$ cat config.mk
export PLATFORM = sky130hd
export DESIGN_NAME = fetch_queue_flat
export DESIGN_NICKNAME = d
export VERILOG_FILES = /design/src/rtl/fetch_queue_if.sv /design/src/rtl/fetch_queue.sv /design/src/flat_wrapper.sv
export SDC_FILE = /design/constraint.sdc
export NUM_CORES = 1
export LEC_CHECK = 0
export ABC_AREA = 1
export CAP_MARGIN = 20
export CELL_PAD_IN_SITES_DETAIL_PLACEMENT = 2
export CELL_PAD_IN_SITES_GLOBAL_PLACEMENT = 2
export CORE_MARGIN = 5
export CORE_UTILIZATION = 28
export CTS_BUF_LIST = sky130_fd_sc_hd__clkbuf_2 sky130_fd_sc_hd__clkbuf_4 sky130_fd_sc_hd__clkbuf_8
export CTS_CLUSTER_SIZE = 30
export DETAILED_ROUTE_END_ITERATION = 7
export PLACE_DENSITY = 0.9
export SYNTH_ARGS = -nofsm -noshare
export SYNTH_HDL_FRONTEND = slang
export SYNTH_SLANG_ARGS = --single-unit
$ cat constraint.sdc
create_clock -name clk -period 2.59 [get_ports clk]
set_input_delay 0.259 -clock clk [delete_from_list [all_inputs] [get_ports clk]]
set_output_delay 0.259 -clock clk [all_outputs]
set_load 0.005 [all_outputs]
$ cat src/rtl/fetch_queue_if.sv
// Fetch-queue bus bundle: in-order instruction-memory read port plus the
// valid/ready handshake that presents fetched instructions to decode.
interface fetch_queue_if;
    logic        imem_req;
    logic [31:0] imem_addr;
    logic        imem_rvalid;
    logic [31:0] imem_rdata;
    logic        if_valid;
    logic [31:0] if_instr;
    logic [31:0] if_pc;
    logic        if_ready;

    modport master (
        output imem_req, imem_addr, if_valid, if_instr, if_pc,
        input  imem_rvalid, imem_rdata, if_ready
    );

    modport slave (
        input  imem_req, imem_addr, if_valid, if_instr, if_pc,
        output imem_rvalid, imem_rdata, if_ready
    );
endinterface

$ cat src/rtl/fetch_queue.sv
// Instruction-fetch queue between the PC register and decode, with redirect flush.
// Optional macro FETCH_BYPASS_EN forwards a head response to decode in its arrival cycle.
module fetch_queue #(
    parameter int DEPTH = 2,
    parameter int PTR_W = $clog2(DEPTH)
) (
    input  logic          clk,
    input  logic          rst,
    input  logic [31:0]   pc,
    output logic [31:0]   next_pc,
    output logic          pc_en,
    input  logic          redirect_valid,
    input  logic [31:0]   redirect_pc,
    fetch_queue_if.master bus
);
    localparam int CNT_W  = PTR_W + 1;
    localparam int DROP_W = PTR_W + 2;
    localparam logic [CNT_W-1:0]  DEPTH_C  = CNT_W'(DEPTH);
    localparam logic [DROP_W-1:0] DROP_MAX = {DROP_W{1'b1}};

    logic              alloc_q  [DEPTH];
    logic              alloc_d  [DEPTH];
    logic              filled_q [DEPTH];
    logic              filled_d [DEPTH];
    logic [31:0]       epc_q    [DEPTH];
    logic [31:0]       epc_d    [DEPTH];
    logic [31:0]       einstr_q [DEPTH];
    logic [31:0]       einstr_d [DEPTH];
    logic [PTR_W-1:0]  head_q, head_d, tail_q, tail_d, fill_q, fill_d;
    logic [CNT_W-1:0]  occ_q, occ_d;
    logic [DROP_W-1:0] drop_q, drop_d;

    logic              req_s, fill_ok_s, resp_fill_s, bypass_s, valid_s, pop_s;
    logic [CNT_W-1:0]  unfilled_s;
    logic [DROP_W:0]   drop_sum_s;

    // Count entries whose responses are still outstanding (become stale on redirect).
    always_comb begin
        unfilled_s = {CNT_W{1'b0}};
        for (int i = 0; i < DEPTH; i++) begin
            if (alloc_q[i] && !filled_q[i]) begin
                unfilled_s = unfilled_s + CNT_W'(1);
            end else begin
                unfilled_s = unfilled_s;
            end
        end
    end

    // Request, response-steering and decode-side presentation decisions.
    always_comb begin
        req_s       = rst && !redirect_valid && (occ_q < DEPTH_C);
        fill_ok_s   = alloc_q[fill_q] && !filled_q[fill_q];
        resp_fill_s = bus.imem_rvalid && (drop_q == {DROP_W{1'b0}}) && fill_ok_s;
`ifdef FETCH_BYPASS_EN
        bypass_s    = resp_fill_s && (fill_q == head_q) && !redirect_valid;
        valid_s     = !redirect_valid && ((alloc_q[head_q] && filled_q[head_q]) || bypass_s);
`else
        bypass_s    = 1'b0;
        valid_s     = alloc_q[head_q] && filled_q[head_q];
`endif
        pop_s       = valid_s && bus.if_ready && !redirect_valid;
    end

    assign bus.imem_req  = req_s;
    assign bus.imem_addr = pc;
    assign pc_en         = rst && (req_s || redirect_valid);
    assign next_pc       = !rst ? 32'd0 : (redirect_valid ? redirect_pc : pc + 32'd4);
    assign bus.if_valid  = valid_s;
    assign bus.if_pc     = alloc_q[head_q] ? epc_q[head_q] : 32'd0;
    assign bus.if_instr  = bypass_s ? bus.imem_rdata :
                           (alloc_q[head_q] ? einstr_q[head_q] : 32'd0);

    // Next-state for entries, pointers, occupancy and stale-response count.
    always_comb begin
        for (int i = 0; i < DEPTH; i++) begin
            alloc_d[i]  = alloc_q[i];
            filled_d[i] = filled_q[i];
            epc_d[i]    = epc_q[i];
            einstr_d[i] = einstr_q[i];
        end
        head_d = head_q;
        tail_d = tail_q;
        fill_d = fill_q;
        occ_d  = occ_q;
        drop_d = drop_q;
        drop_sum_s = {1'b0, drop_q} + (DROP_W+1)'(unfilled_s);
        if (bus.imem_rvalid && (drop_sum_s != {(DROP_W+1){1'b0}})) begin
            drop_sum_s = drop_sum_s - (DROP_W+1)'(1);
        end else begin
            drop_sum_s = drop_sum_s;
        end

        if (redirect_valid) begin
            for (int i = 0; i < DEPTH; i++) begin
                alloc_d[i]  = 1'b0;
                filled_d[i] = 1'b0;
                epc_d[i]    = 32'd0;
                einstr_d[i] = 32'd0;
            end
            head_d = {PTR_W{1'b0}};
            tail_d = {PTR_W{1'b0}};
            fill_d = {PTR_W{1'b0}};
            occ_d  = {CNT_W{1'b0}};
            // Stale responses may outlive several redirects; hold at the ceiling rather than wrap.
            drop_d = drop_sum_s[DROP_W] ? DROP_MAX : drop_sum_s[DROP_W-1:0];
        end else begin
            if (req_s) begin
                alloc_d[tail_q]  = 1'b1;
                filled_d[tail_q] = 1'b0;
                epc_d[tail_q]    = pc;
                einstr_d[tail_q] = 32'd0;
                tail_d           = tail_q + PTR_W'(1);
            end else begin
                tail_d = tail_q;
            end

            if (bus.imem_rvalid && (drop_q != {DROP_W{1'b0}})) begin
                drop_d = drop_q - DROP_W'(1);
            end else if (resp_fill_s) begin
                einstr_d[fill_q] = bus.imem_rdata;
                filled_d[fill_q] = 1'b1;
                fill_d           = fill_q + PTR_W'(1);
            end else begin
                drop_d = drop_q;
            end

            // Pop after the fill write so a bypassed head entry is cleared, never kept.
            if (pop_s) begin
                alloc_d[head_q]  = 1'b0;
                filled_d[head_q] = 1'b0;
                epc_d[head_q]    = 32'd0;
                einstr_d[head_q] = 32'd0;
                head_d           = head_q + PTR_W'(1);
            end else begin
                head_d = head_q;
            end

            case ({req_s, pop_s})
                2'b10:   occ_d = occ_q + CNT_W'(1);
                2'b01:   occ_d = occ_q - CNT_W'(1);
                default: occ_d = occ_q;
            endcase
        end
    end

    // State registers with asynchronous active-low clear.
    always_ff @(posedge clk or negedge rst) begin
        if (!rst) begin
            for (int i = 0; i < DEPTH; i++) begin
                alloc_q[i]  <= 1'b0;
                filled_q[i] <= 1'b0;
                epc_q[i]    <= 32'd0;
                einstr_q[i] <= 32'd0;
            end
            head_q <= {PTR_W{1'b0}};
            tail_q <= {PTR_W{1'b0}};
            fill_q <= {PTR_W{1'b0}};
            occ_q  <= {CNT_W{1'b0}};
            drop_q <= {DROP_W{1'b0}};
        end else begin
            for (int i = 0; i < DEPTH; i++) begin
                alloc_q[i]  <= alloc_d[i];
                filled_q[i] <= filled_d[i];
                epc_q[i]    <= epc_d[i];
                einstr_q[i] <= einstr_d[i];
            end
            head_q <= head_d;
            tail_q <= tail_d;
            fill_q <= fill_d;
            occ_q  <= occ_d;
            drop_q <= drop_d;
        end
    end
endmodule

$ cat src/flat_wrapper.sv
// flat-port wrapper written by rule: the top's interface ports become plain ports
module fetch_queue_flat 
#(
    parameter int DEPTH = 2,
    parameter int PTR_W = $clog2(DEPTH)
)
  (clk, rst, pc, next_pc, pc_en, redirect_valid, redirect_pc, bus_imem_req, bus_imem_addr, bus_if_valid, bus_if_instr, bus_if_pc, bus_imem_rvalid, bus_imem_rdata, bus_if_ready);
  fetch_queue_if bus_i ();
  input  logic clk;
  input  logic rst;
  input  logic [31:0] pc;
  output logic [31:0] next_pc;
  output logic pc_en;
  input  logic redirect_valid;
  input  logic [31:0] redirect_pc;
  output wire logic [$bits(bus_i.imem_req)-1:0] bus_imem_req;
  output wire logic [$bits(bus_i.imem_addr)-1:0] bus_imem_addr;
  output wire logic [$bits(bus_i.if_valid)-1:0] bus_if_valid;
  output wire logic [$bits(bus_i.if_instr)-1:0] bus_if_instr;
  output wire logic [$bits(bus_i.if_pc)-1:0] bus_if_pc;
  input wire logic [$bits(bus_i.imem_rvalid)-1:0] bus_imem_rvalid;
  input wire logic [$bits(bus_i.imem_rdata)-1:0] bus_imem_rdata;
  input wire logic [$bits(bus_i.if_ready)-1:0] bus_if_ready;
  assign bus_imem_req = bus_i.imem_req;
  assign bus_imem_addr = bus_i.imem_addr;
  assign bus_if_valid = bus_i.if_valid;
  assign bus_if_instr = bus_i.if_instr;
  assign bus_if_pc = bus_i.if_pc;
  assign bus_i.imem_rvalid = bus_imem_rvalid;
  assign bus_i.imem_rdata = bus_imem_rdata;
  assign bus_i.if_ready = bus_if_ready;
  fetch_queue #(.DEPTH(DEPTH), .PTR_W(PTR_W)) u_core (.clk(clk), .rst(rst), .pc(pc), .next_pc(next_pc), .pc_en(pc_en), .redirect_valid(redirect_valid), .redirect_pc(redirect_pc), .bus(bus_i));
endmodule
==> metrics.md <==
| Metric | Value |
|---|---|
| Arr. time, crit path | `2.43 ns` |
| Critical Path Fanout Max | `4` |
| Clock Sinks | `140` |
| H-tree Lvls | `4` |
| Switching power | `2.543 mW` |
| Leakage | `6.639 nW` |
| Critical path startpoint category | `primary input` |
| Ys flop type | `dfrtp_1` |
| Layout area overhead | `43.56%` |
| Post-synthesis cell type count | `37` |
| FILL cells | `3793` |
| Power Density | `514.1 mW/mm^2` |
| Placed Cells | `2031` |
| Initial antenna violation count | `1` |
| Wirelength per Cell | `23.79 um` |
| Drt via density | `5.174` |
| PortBufs | `231` |
| Reg2Reg Setup Slack | `0.07 ns` |
| Width of the die | `192.3 um` |
| Final core utilization | `40.84%` |
| Relative slew slack | `47.64%` |
| Hold WC Path Type | `in2async` |
| Placer Congestion | `0.8210` |
| Initial Util | `28.45%` |
| Crit. End Element | `primary output` |
| Total track usage | `24.07%` |
| Max frequency | `0.3717 GHz` |
| First-pass GRT wire length | `68880 um` |
| Vias post-DR | `10770` |
| Antenna Cells | `0` |
| Syn avg cell area | `6.790 sq um` |
| Final period util | `103.9%` |
| Setup WS post-layout | `-0.1003 ns` |
| Die area | `0.03697 sq mm` |
| Number of synthesized flops with an enable pin | `0` |
| Worst Tran Pin Value | `0.7854 ns` |
| Syn nets | `1479` |
| Internal power | `4.323 mW` |
| RSZ-0062 raised after global routing | `yes` |
| Final ANT Viol Nets | `0` |
| Largest net degree at the start of global routing | `134` |
| # DRC | `0` |
| Reg power frac | `37.3%` |
| Setup TNS | `-0.1956 ns` |
| Cells after synthesis | `1370` |
| Switching Share | `37.04%` |
| Failing checks | `negative setup slack` |
| Max-cap violations | `0` |
| Layout cells sized above 1 | `16.17%` |
| Final hold vios | `0` |
| TritonRoute pass-1 iters | `7` |
| Rows | `66` |
| Final setup fails | `4` |
| Async SR Flop Fraction | `100.0%` |
| Worst R2R Start | `u_core.filled_q[0]` |
| Fin. max-slew vios | `0` |
| Num CTS Buffers | `17` |
| Post-DP HPWL | `31610 um` |
| Final WL | `49500 um` |
| CORE AREA | `0.03270 sq mm` |
| Final Cell Area | `0.01336 sq mm` |
| Overall power | `6.866 mW` |
| Vias in the first global route | `12000` |
| CTS tree | `built` |
| Clk buf depth | `2` |
| Comb pwr share | `34.0%` |
| CP startpoint | `pc[15]` |
| Clk pwr share | `28.7%` |
| WP data required | `2.33 ns` |
| Worst-Skew Late Latency | `0.47 ns` |
| CTS clk-pin slew, worst paths | `0.10 ns` |
| Iter 0 DRT Violations | `545` |
| Ports | `232` |
| WHS | `0.2868 ns` |
| Final Skew | `0.01651 ns` |
| Reg area | `0.003508 sq mm` |
| Root Driver | `clkbuf_8` |
| Final std cells w/o fill | `2081` |
| Peak VDD IR | `0.2595 mV` |
| Post-place setup slack | `-0.2765 ns` |
| Die Span Y | `192.3 um` |
| Post-Syn Area | `0.009303 sq mm` |
| Worst Setup Path Type | `in2out` |
| Grt total ovfl | `0` |
| Post-route minimum period | `2.690 ns` |
| Placement Cell Area | `0.01242 sq mm` |
| Ys Warns | `0` |
| Nets | `1735` |
| Status | `complete, but fails checks` |
| Synthesized flop and latch total | `140` |
| Area occupied by multi-input gates | `0.004686 sq mm` |
| Sequential area share after synthesis | `37.66%` |
-- synth_stat cells (all sizes together), types with 2 or more instances --
cell type | n | share of area (%)
buf | 84 | 6.4
nand3 | 44 | 2.4
a211oi | 33 | 3.7
inv | 181 | 7.4
xnor2 | 2 | 0.19
o211ai | 2 | 0.16
nor2 | 194 | 8.3
xor2 | 9 | 0.85
nand2 | 390 | 16
dfrtp | 140 | 38
ha | 7 | 0.94
nor3 | 27 | 2.2
o21ai | 154 | 8.3
nand4 | 12 | 0.81
clkbuf | 27 | 1.1
a21oi | 54 | 2.9
nand3b | 5 | 0.40
-- registers in the layout (all words and copies together), names as in the netlist --
| register | count |
|---|---|
| u_core.alloc_q | 2 |
| u_core.fill_q | 1 |
| u_core.drop_q | 3 |
| u_core.occ_q | 2 |
| u_core.epc_q | 64 |
| u_core.filled_q | 2 |
| u_core.head_q | 1 |
| u_core.einstr_q | 64 |
| u_core.tail_q | 1 |
-- cell families (layout without fill, tap and decap cells) --
group / count (synthesis) / in the layout / synth area share [%]
DFF: 140 / 140 / 37.66
adders and majority gates: 8 / 8 / 1.157
buffers and inverters: 293 / 562 / 14.93
and+or+nand+nor: 673 / 673 / 29.99
xor gates and xnor gates: 11 / 11 / 1.036
AOI/OAI and AO/OA: 245 / 245 / 15.23
-- final cells by class --
class                      count  share of cell area, %
clock buffer                  19                  1.864
sequential                   140                  26.27
timing repair buffer         348                  26.22
multi-input combinational    937                  35.09
clock inverter                13                  1.237
inverter                     182                  5.181
tap                          442                  4.141
-- timing repair --
action                     CTS  global route
hold buffers                 1             0
setup endpoints to repair   85            35
gates cloned                 0             4
hold endpoints to repair     7             0
pin swaps                    3            19
resized for setup           64            60
buffers inserted             4             9
-- power groups by stage --
stage / clock, mW / sequential (mW) / combinational [mW]
after floorplan: 0 / 2.50 / 1.13
after global placement: 0 / 2.54 / 1.91
after detailed placement: 0 / 2.57 / 2.06
after CTS: 2.00 / 2.54 / 2.12
after global routing: 2.10 / 2.57 / 2.53
final: 1.97 / 2.56 / 2.34
-- worst paths after layout --
check,end,cells past startpoint
setup / recovery,next_pc[25],11
hold / removal,u_core.epc_q[5],2
setup reg to reg,u_core.drop_q[2],13
hold reg to reg,u_core.einstr_q[30],2
max in group asynchronous,u_core.head_q,3
min in group clk,u_core.epc_q[20],3
-- critical path, stage by stage --
cell	delay [ns]
dlygate4sd2_1	0.41
nand2_2	0.19
nor2_4	0.18
buf_4	0.13
nand2_1	0.10
nor2_1	0.22
nand3b_1	0.11
nand3_1	0.15
nand2_1	0.10
inv_1	0.06
clkdlybuf4s50_1	0.51
-- per-layer routing --
layer  up-vias  track usage, %  wire length (um)
met5         -               0                13
met4         2           8.804              1770
met3       118           5.409              2856
met2       382           43.55             25490
met1      5515           27.74             19370
li1       4751               -                 -
-- cell usage in the layout (no fill, tap or decap), drive strengths merged --
cell type,synthesis,routed
a31oi,1,1
ha,7,7
clkinvlp,0,4
clkinv,1,4
or2,1,1
nor3,27,27
clkdlybuf4s15,0,4
xnor2,2,2
nand4,12,12
dlymetal6s2s,0,14
bufinv,0,3
xor2,9,9
dlygate4sd2,0,16
dlygate4sd3,0,1
o21ai,154,154
buf,84,113
a21oi,54,54
clkdlybuf4s50,0,196
fa,1,1
dfrtp,140,140
a211oi,33,33
o21bai,1,1
nand2,390,390
clkbuf,27,23
o211ai,2,2
nand3,44,44
nand3b,5,5
inv,181,184
nor2,194,194
Power figures use the tool's default switching activity.
